$ cat src/rtl/log_dispatch.sv
// log_dispatch: FIFO-buffered issue stage for the 64-bit logic unit with tagged result return
module log_dispatch #(
  parameter int DEPTH = 4,
  parameter int TAGW  = 4,
  parameter int CNTW  = 3
) (
  input  logic            clk,
  input  logic            rst,
  input  logic            in_valid,
  output logic            in_ready,
  input  logic [2:0]      in_op,
  input  logic [63:0]     in_opa,
  input  logic [63:0]     in_opb,
  input  logic [TAGW-1:0] in_tag,
  output logic            lu_en,
  output logic [2:0]      lu_operation,
  output logic [63:0]     lu_opa,
  output logic [63:0]     lu_opb,
  input  logic [63:0]     lu_out,
  output logic            res_valid,
  input  logic            res_ready,
  output logic [63:0]     res_data,
  output logic [TAGW-1:0] res_tag,
  output logic            res_err,
  output logic [CNTW-1:0] fifo_count
);
  localparam int PW = $clog2(DEPTH);
  localparam logic [2:0] OP_ILL = 3'b111;
  typedef enum logic [1:0] {IDLE, WAIT, HOLD} state_t;
  state_t          state_q;
  logic [2:0]      op_mem_q  [DEPTH];
  logic [63:0]     opa_mem_q [DEPTH];
  logic [63:0]     opb_mem_q [DEPTH];
  logic [TAGW-1:0] tag_mem_q [DEPTH];
  logic [PW-1:0]   wr_ptr_q, rd_ptr_q;
  logic [CNTW-1:0] count_q, count_d;
  logic            ill_q;
  logic [TAGW-1:0] tag_q;
  logic            res_valid_q, res_err_q;
  logic [63:0]     res_data_q;
  logic [TAGW-1:0] res_tag_q;
  logic            empty, push, pop;
  logic [TAGW-1:0] head_tag;
  // Head view, handshakes and issue decision; the head reads as zeros when the FIFO is empty
  always_comb begin
    empty        = count_q == '0;
    in_ready     = count_q != CNTW'(DEPTH);
    push         = in_valid && in_ready;
    pop          = !empty && (state_q == IDLE || (state_q == HOLD && res_ready));
    lu_operation = empty ? 3'b000 : op_mem_q[rd_ptr_q];
    lu_opa       = empty ? 64'd0 : opa_mem_q[rd_ptr_q];
    lu_opb       = empty ? 64'd0 : opb_mem_q[rd_ptr_q];
    head_tag     = empty ? '0 : tag_mem_q[rd_ptr_q];
    lu_en        = pop && lu_operation != OP_ILL;
    count_d      = count_q + CNTW'(push) - CNTW'(pop);
  end
  // Entry storage needs no reset: occupancy alone decides what is valid
  always_ff @(posedge clk) begin
    if (push) begin
      op_mem_q[wr_ptr_q]  <= in_op;
      opa_mem_q[wr_ptr_q] <= in_opa;
      opb_mem_q[wr_ptr_q] <= in_opb;
      tag_mem_q[wr_ptr_q] <= in_tag;
    end
  end
  // FIFO pointers wrap naturally because DEPTH is a power of two
  always_ff @(posedge clk or posedge rst) begin
    if (rst) begin
      wr_ptr_q <= '0;
      rd_ptr_q <= '0;
      count_q  <= '0;
    end else begin
      wr_ptr_q <= push ? wr_ptr_q + 1'b1 : wr_ptr_q;
      rd_ptr_q <= pop ? rd_ptr_q + 1'b1 : rd_ptr_q;
      count_q  <= count_d;
    end
  end
  // Issue/result FSM: one request outstanding, result captured from the unit in WAIT and held until taken
  always_ff @(posedge clk or posedge rst) begin
    if (rst) begin
      state_q     <= IDLE;
      ill_q       <= 1'b0;
      tag_q       <= '0;
      res_valid_q <= 1'b0;
      res_err_q   <= 1'b0;
      res_data_q  <= 64'd0;
      res_tag_q   <= '0;
    end else begin
      if (pop) begin
        ill_q <= lu_operation == OP_ILL;
        tag_q <= head_tag;
      end
      if (state_q == WAIT) begin
        res_data_q <= ill_q ? 64'd0 : lu_out;
        res_err_q  <= ill_q;
        res_tag_q  <= tag_q;
      end
      res_valid_q <= state_q == WAIT ? 1'b1 : (state_q == HOLD && res_ready) ? 1'b0 : res_valid_q;
      state_q     <= pop ? WAIT : state_q == WAIT ? HOLD : (state_q == HOLD && res_ready) ? IDLE : state_q;
    end
  end
  assign res_valid  = res_valid_q;
  assign res_data   = res_data_q;
  assign res_tag    = res_tag_q;
  assign res_err    = res_err_q;
  assign fifo_count = count_q;
endmodule

$ cat config.mk
export PLATFORM = sky130hd
export DESIGN_NAME = log_dispatch
export DESIGN_NICKNAME = d
export VERILOG_FILES = /design/src/rtl/log_dispatch.sv
export SDC_FILE = /design/constraint.sdc
export NUM_CORES = 1
export LEC_CHECK = 0
export ABC_AREA = 0
export BUFFER_PORTS_ARGS = -buffer_cell sky130_fd_sc_hd__clkbuf_2
export CAP_MARGIN = 5
export CORE_MARGIN = 1.5
export CORE_UTILIZATION = 50
export CTS_CLUSTER_DIAMETER = 60
export CTS_CLUSTER_SIZE = 40
export DETAILED_ROUTE_END_ITERATION = 6
export PLACE_DENSITY_LB_ADDON = 0.25
export REMOVE_ABC_BUFFERS = 1
export SETUP_SLACK_MARGIN = 0.2
export SYNTH_ARGS = -nofsm -noshare
export SYNTH_HDL_FRONTEND = slang
export SYNTH_SLANG_ARGS = --single-unit
$ cat constraint.sdc
create_clock -name clk -period 12.9 [get_ports clk]
set_input_delay 2.58 -clock clk [delete_from_list [all_inputs] [get_ports clk]]
set_output_delay 2.58 -clock clk [all_outputs]
set_load 0.05 [all_outputs]
Word-level counts from Yosys, hierarchy flattened
Memories as Yosys holds them, arrays and structs flattened. A register that Yosys moved wholly into a read port is not among the register bits.
Cells that the tools add are included.
{"block": "op_classes", "addsub": 4, "eq_ne": 5, "n_mux": 11, "reduce_logical": 10}
{"op": "2-to-1 mux 64 bit", "n": 3}
{"op": "2-to-1 mux 2 bit", "n": 3}
{"op": "inequality test 3 bit (second input constant)", "n": 2}
{"op": "adder 2 x 1 -> 2 bit (second input constant)", "n": 2}
{"op": "logical AND 1 bit", "n": 4}
{"op": "2-to-1 mux 1 bit", "n": 4}
{"op": "adder 3 x 1 -> 3 bit", "n": 1}
{"op": "== test 3 bit (second input constant)", "n": 1}
{"op": "logical NOT 3 bit", "n": 1}
{"op": "2-to-1 mux 3 bit", "n": 1}
{"op": "nonzero test 3 bit", "n": 1}
{"op": "subtractor 3 x 1 -> 3 bit", "n": 1}
{"op": "== test 2 x 1 -> 1 bit (second input constant)", "n": 1}
{"op": "== test 2 bit (second input constant)", "n": 1}
{"op": "logical NOT 2 bit", "n": 1}
{"op": "nonzero test 2 bit", "n": 1}
{"op": "logical NOT 1 bit", "n": 1}
{"op": "logical OR 1 bit", "n": 1}
{"block": "totals", "ff_bits": 80, "mem_bits_rw": 540, "inputBits": 203, "out_inout_bits": 206, "elab_cells": 43, "n_memories": 4}
{"name": "opa_mem_q", "words": 4, "width": 64, "rd": 1, "rd_ports_with_merged_regs": 0, "write_ports": 1, "line": "32", "source": "logic [63:0] opa_mem_q [DEPTH];"}
{"name": "opb_mem_q", "words": 4, "width": 64, "rd": 1, "rd_ports_with_merged_regs": 0, "write_ports": 1, "line": "33", "source": "logic [63:0] opb_mem_q [DEPTH];"}
{"name": "tag_mem_q", "words": 4, "width": 4, "rd": 1, "rd_ports_with_merged_regs": 1, "write_ports": 1, "line": "34", "source": "logic [TAGW-1:0] tag_mem_q [DEPTH];"}
{"name": "op_mem_q", "words": 4, "width": 3, "rd": 1, "rd_ports_with_merged_regs": 0, "write_ports": 1, "line": "31", "source": "logic [2:0] op_mem_q [DEPTH];"}

Logic depth before layout (Yosys ltp)
{"block": "logic_depth", "word_depth": 5, "ltp_mapped": 9, "mapped_depth_nobuf": 9}

Least setup slack after synthesis
Ideal clock, no wire load.
{"block": "synth_path", "path_type": "in2out", "from": "input res_ready", "to": "output lu_en", "arrival_ps": 3996, "t_required_ps": 10320, "slack_ps": 6324, "path_stages": 3, "path_buffers": 0, "cell_sequence": "nor2b_1 or2_2 nor3_1"}
{"block": "synth_via", "elab_chain_cells": 4}
{"item": "start: declaration", "line": "21", "source": "input logic res_ready,"}
{"item": "logical AND 1 bit", "line": "49", "source": "pop = !empty && (state_q == IDLE || (state_q == HOLD && res_ready));"}
{"item": "logical OR 1 bit", "line": "49"}
{"item": "logical AND 1 bit", "line": "49"}
{"item": "logical AND 1 bit", "line": "54", "source": "lu_en = pop && lu_operation != OP_ILL;"}
{"item": "end: declaration", "line": "15", "source": "output logic lu_en,"}
No other way between the ends.

Worst setup path after layout
{"block": "layout_path", "from": "register rd_ptr_q[1]", "to": "output lu_opa[29]"}
{"block": "layout_via", "elab_chain_cells": 2}
{"item": "start: declaration", "line": "35", "source": "logic [PW-1:0] wr_ptr_q, rd_ptr_q;"}
{"item": "start signal: assignment", "line": "74", "source": "rd_ptr_q <= pop ? rd_ptr_q + 1'b1 : rd_ptr_q;"}
{"item": "memory read (4 x 64 bit)"}
{"item": "2-to-1 mux 64 bit", "line": "51", "source": "lu_opa = empty ? 64'd0 : opa_mem_q[rd_ptr_q];"}
{"item": "end: declaration", "line": "17", "source": "output logic [63:0] lu_opa,"}
No other way between the ends.

==> metrics <==
outcome finished clean; largest net degree at the start of global routing 111; clock sink count 624; crit path kind reg -> out; crit path launch rd_ptr_q[1]; Fin Hold WS 482 ps; Hold Crit Start res_data[8]; vias in the first global route 12,382; max incr delay on CP 810 ps; Layout area overhead 17.5%; final setup fails 0; Mapped Area 23,900 sq um; total global-route track usage 19.8%; Fin Setup TNS 0 ps; RSZ-0062 raised after global routing no; CTS tree done; CTS resizes 0; Final Hold Fails 0; Chip Height 222 um; Slew @ Worst Pin 1030 ps; Crit path top cell by count buf_4; Post-Route WL 48.4 mm; drt first pass iters 5; FF-to-FF End fifo_count[2]; Hold Crit Depth 2; leading area contributor after synthesis edfxtp_1; final net count 1,810; DRT iter0 DRCs 592; ranking of synthesized cells by area edfxtp_1 (68%), mux4_2 (13%), dfrtp_1 (8.8%); critical path arrival 3810 ps; post-DR vias/cell 5.35; Clock Path Buffers 3; initial antenna violation count 11; cts hold-fix bufs 0; Synth Instances 1,197; final slew viol count 0; Worst Skew 39.5 ps; Synthesis Warnings 0; max_cap viols 0; die area 49,100 sq um; Crit path required time 10,320 ps; buffers plus inverters on the worst setup path 3; Top Ports 409; start of the worst register-to-register path fifo_count[1]; Startpoint Class flip-flop; Yosys reg bits 624; synth unique cells 28; # rows 79; relative slew slack 31.5%; clock latency on the worst-skew pair 590 ps; root buffer cell clkbuf_16; Min Clock Period, post-route 6390 ps; gr ovfl total 0; core footprint 46,900 sq um; wire per inst 21.5 um; Buffers on Ports 408; most frequent cells in the layout edfxtp_1 (540), clkbuf_2 (408), mux4_2 (135); initial core utilization 51.0%; Placer Congestion 0.778; delay-heaviest family, CP buffers and inverters; worst-path fanout max 51; share of cells above drive strength 1 40.2%; via count 12,013; CP Capture Type primary output; HP Class reg -> reg; Die W 222 um; Util after Layout 59.9%; hold path endpoint res_data[8]; max frequency 156 MHz; CTS buffer count 41; final critical-path share of the clock period 49.6%; DRC Markers 0; H-tree lvl count 2; register area share after synthesis 76.7%; postcts setup bufs 0; share of the synthesized area in the top cell type 67.9%; reg2reg setup slack 9890 ps; crit path max-delay cell type dfrtp_4; first-pass GRT wire length 73.7 mm; Final ANT Viol Nets 0; Worst Reg-to-Reg Cells 10; detailed placement HPWL 29.8 mm; most common cell after layout, fill and taps aside edfxtp_1; Reg clk slew, reported paths 80 ps; critical-path cell list buf_4 -> buf_4 -> mux4_2 -> nor2b_1 -> clkbuf_2; syn avg cell area 20.0 sq um
## state kept, by name, indices dropped and copies added (netlist names)
signal,cells
opa_mem_q,256
fifo_count,3
op_mem_q,12
res_data,64
state_q,2
tag_mem_q,16
res_tag,4
wr_ptr_q,2
tag_q,4
ill_q,1
rd_ptr_q,2
opb_mem_q,256
res_valid,1
res_err,1
## how the worst max path moves through the flow
stage,cells after the start,to,slack [ps]
finish,5,lu_opa[29],6510
global route,5,lu_opa[29],6280
CTS,5,lu_opa[29],6390
detailed placement,5,lu_en,6780
global placement,5,lu_en,6810
floorplan,3,lu_en,3170
## worst min-delay path: stages, from the launching register on
cell and delay [ps]:
dfrtp_1 350, nand2_1 40, o21ai_0 60
## area by class of cell
cell class / instances / area (sq um)
Tap cell: 607 / 759
Clock buffer: 43 / 1080
Fill cell: 3423 / 18800
Clock inverter: 33 / 410
Inverter: 8 / 31.3
Multi-Input combinational cell: 499 / 5260
Timing Repair Buffer: 426 / 2180
Sequential cell: 624 / 18300
Antenna cell: 6 / 15.0
## per-layer routing
layer  up-vias  part of all wire, %  routed length (um)  track usage, %
li1       5458                    -                   -               -
met1      6129                   39               18800            24.5
met2       355                   51               24700            33.6
met3        63                  7.8                3790            6.18
met4         8                  2.1                 996            5.94
met5         -                 0.15                  71           0.489
## cell families after synthesis
group                    count (synthesis)  synth area share (%)
flip-flops                             624                  76.7
AND/OR/NAND/NOR                        274                  6.65
multiplexers                           146                  13.2
buffers and inverters                   74                  1.41
AO/OA/AOI/OAI                           67                  1.41
adder cells (fa/ha/maj)                  7                 0.398
XOR/XNOR                                 5                 0.183
## per-stage QoR
step	worst slack, ps	area, sq um	std cells
2_1_floorplan	3170	23600	1131
3_3_place_gp	6810	26600	2164
3_5_place_dp	6780	26600	2164
4_1_cts	6390	28000	2240
5_1_grt	6280	28100	2243
6_report	6510	28100	2246
## synth_stat cells
| library cell | number |
|---|---|
| edfxtp_1 | 540 |
| mux4_2 | 135 |
| nor2b_1 | 111 |
| dfrtp_1 | 84 |
| nand2_1 | 65 |
| nand2b_1 | 65 |
| o21ai_0 | 64 |
| clkbuf_1 | 33 |
| and2b_1 | 21 |
| buf_2 | 18 |
| mux2_2 | 11 |
| buf_4 | 8 |
| inv_1 | 8 |
| buf_1 | 6 |
| ha_1 | 6 |
| and3_1 | 5 |
| xor2_1 | 3 |
| a21oi_1 | 2 |
| nor3_2 | 2 |
| xnor2_1 | 2 |
| a21o_1 | 1 |
| and2_1 | 1 |
| buf_6 | 1 |
| fa_1 | 1 |
| nor3_1 | 1 |
| nor4b_1 | 1 |
| or2_2 | 1 |
| or3b_1 | 1 |
Power is not shown: default switching activity piles up to over one toggle a cycle in this logic, so the estimate is an artifact.
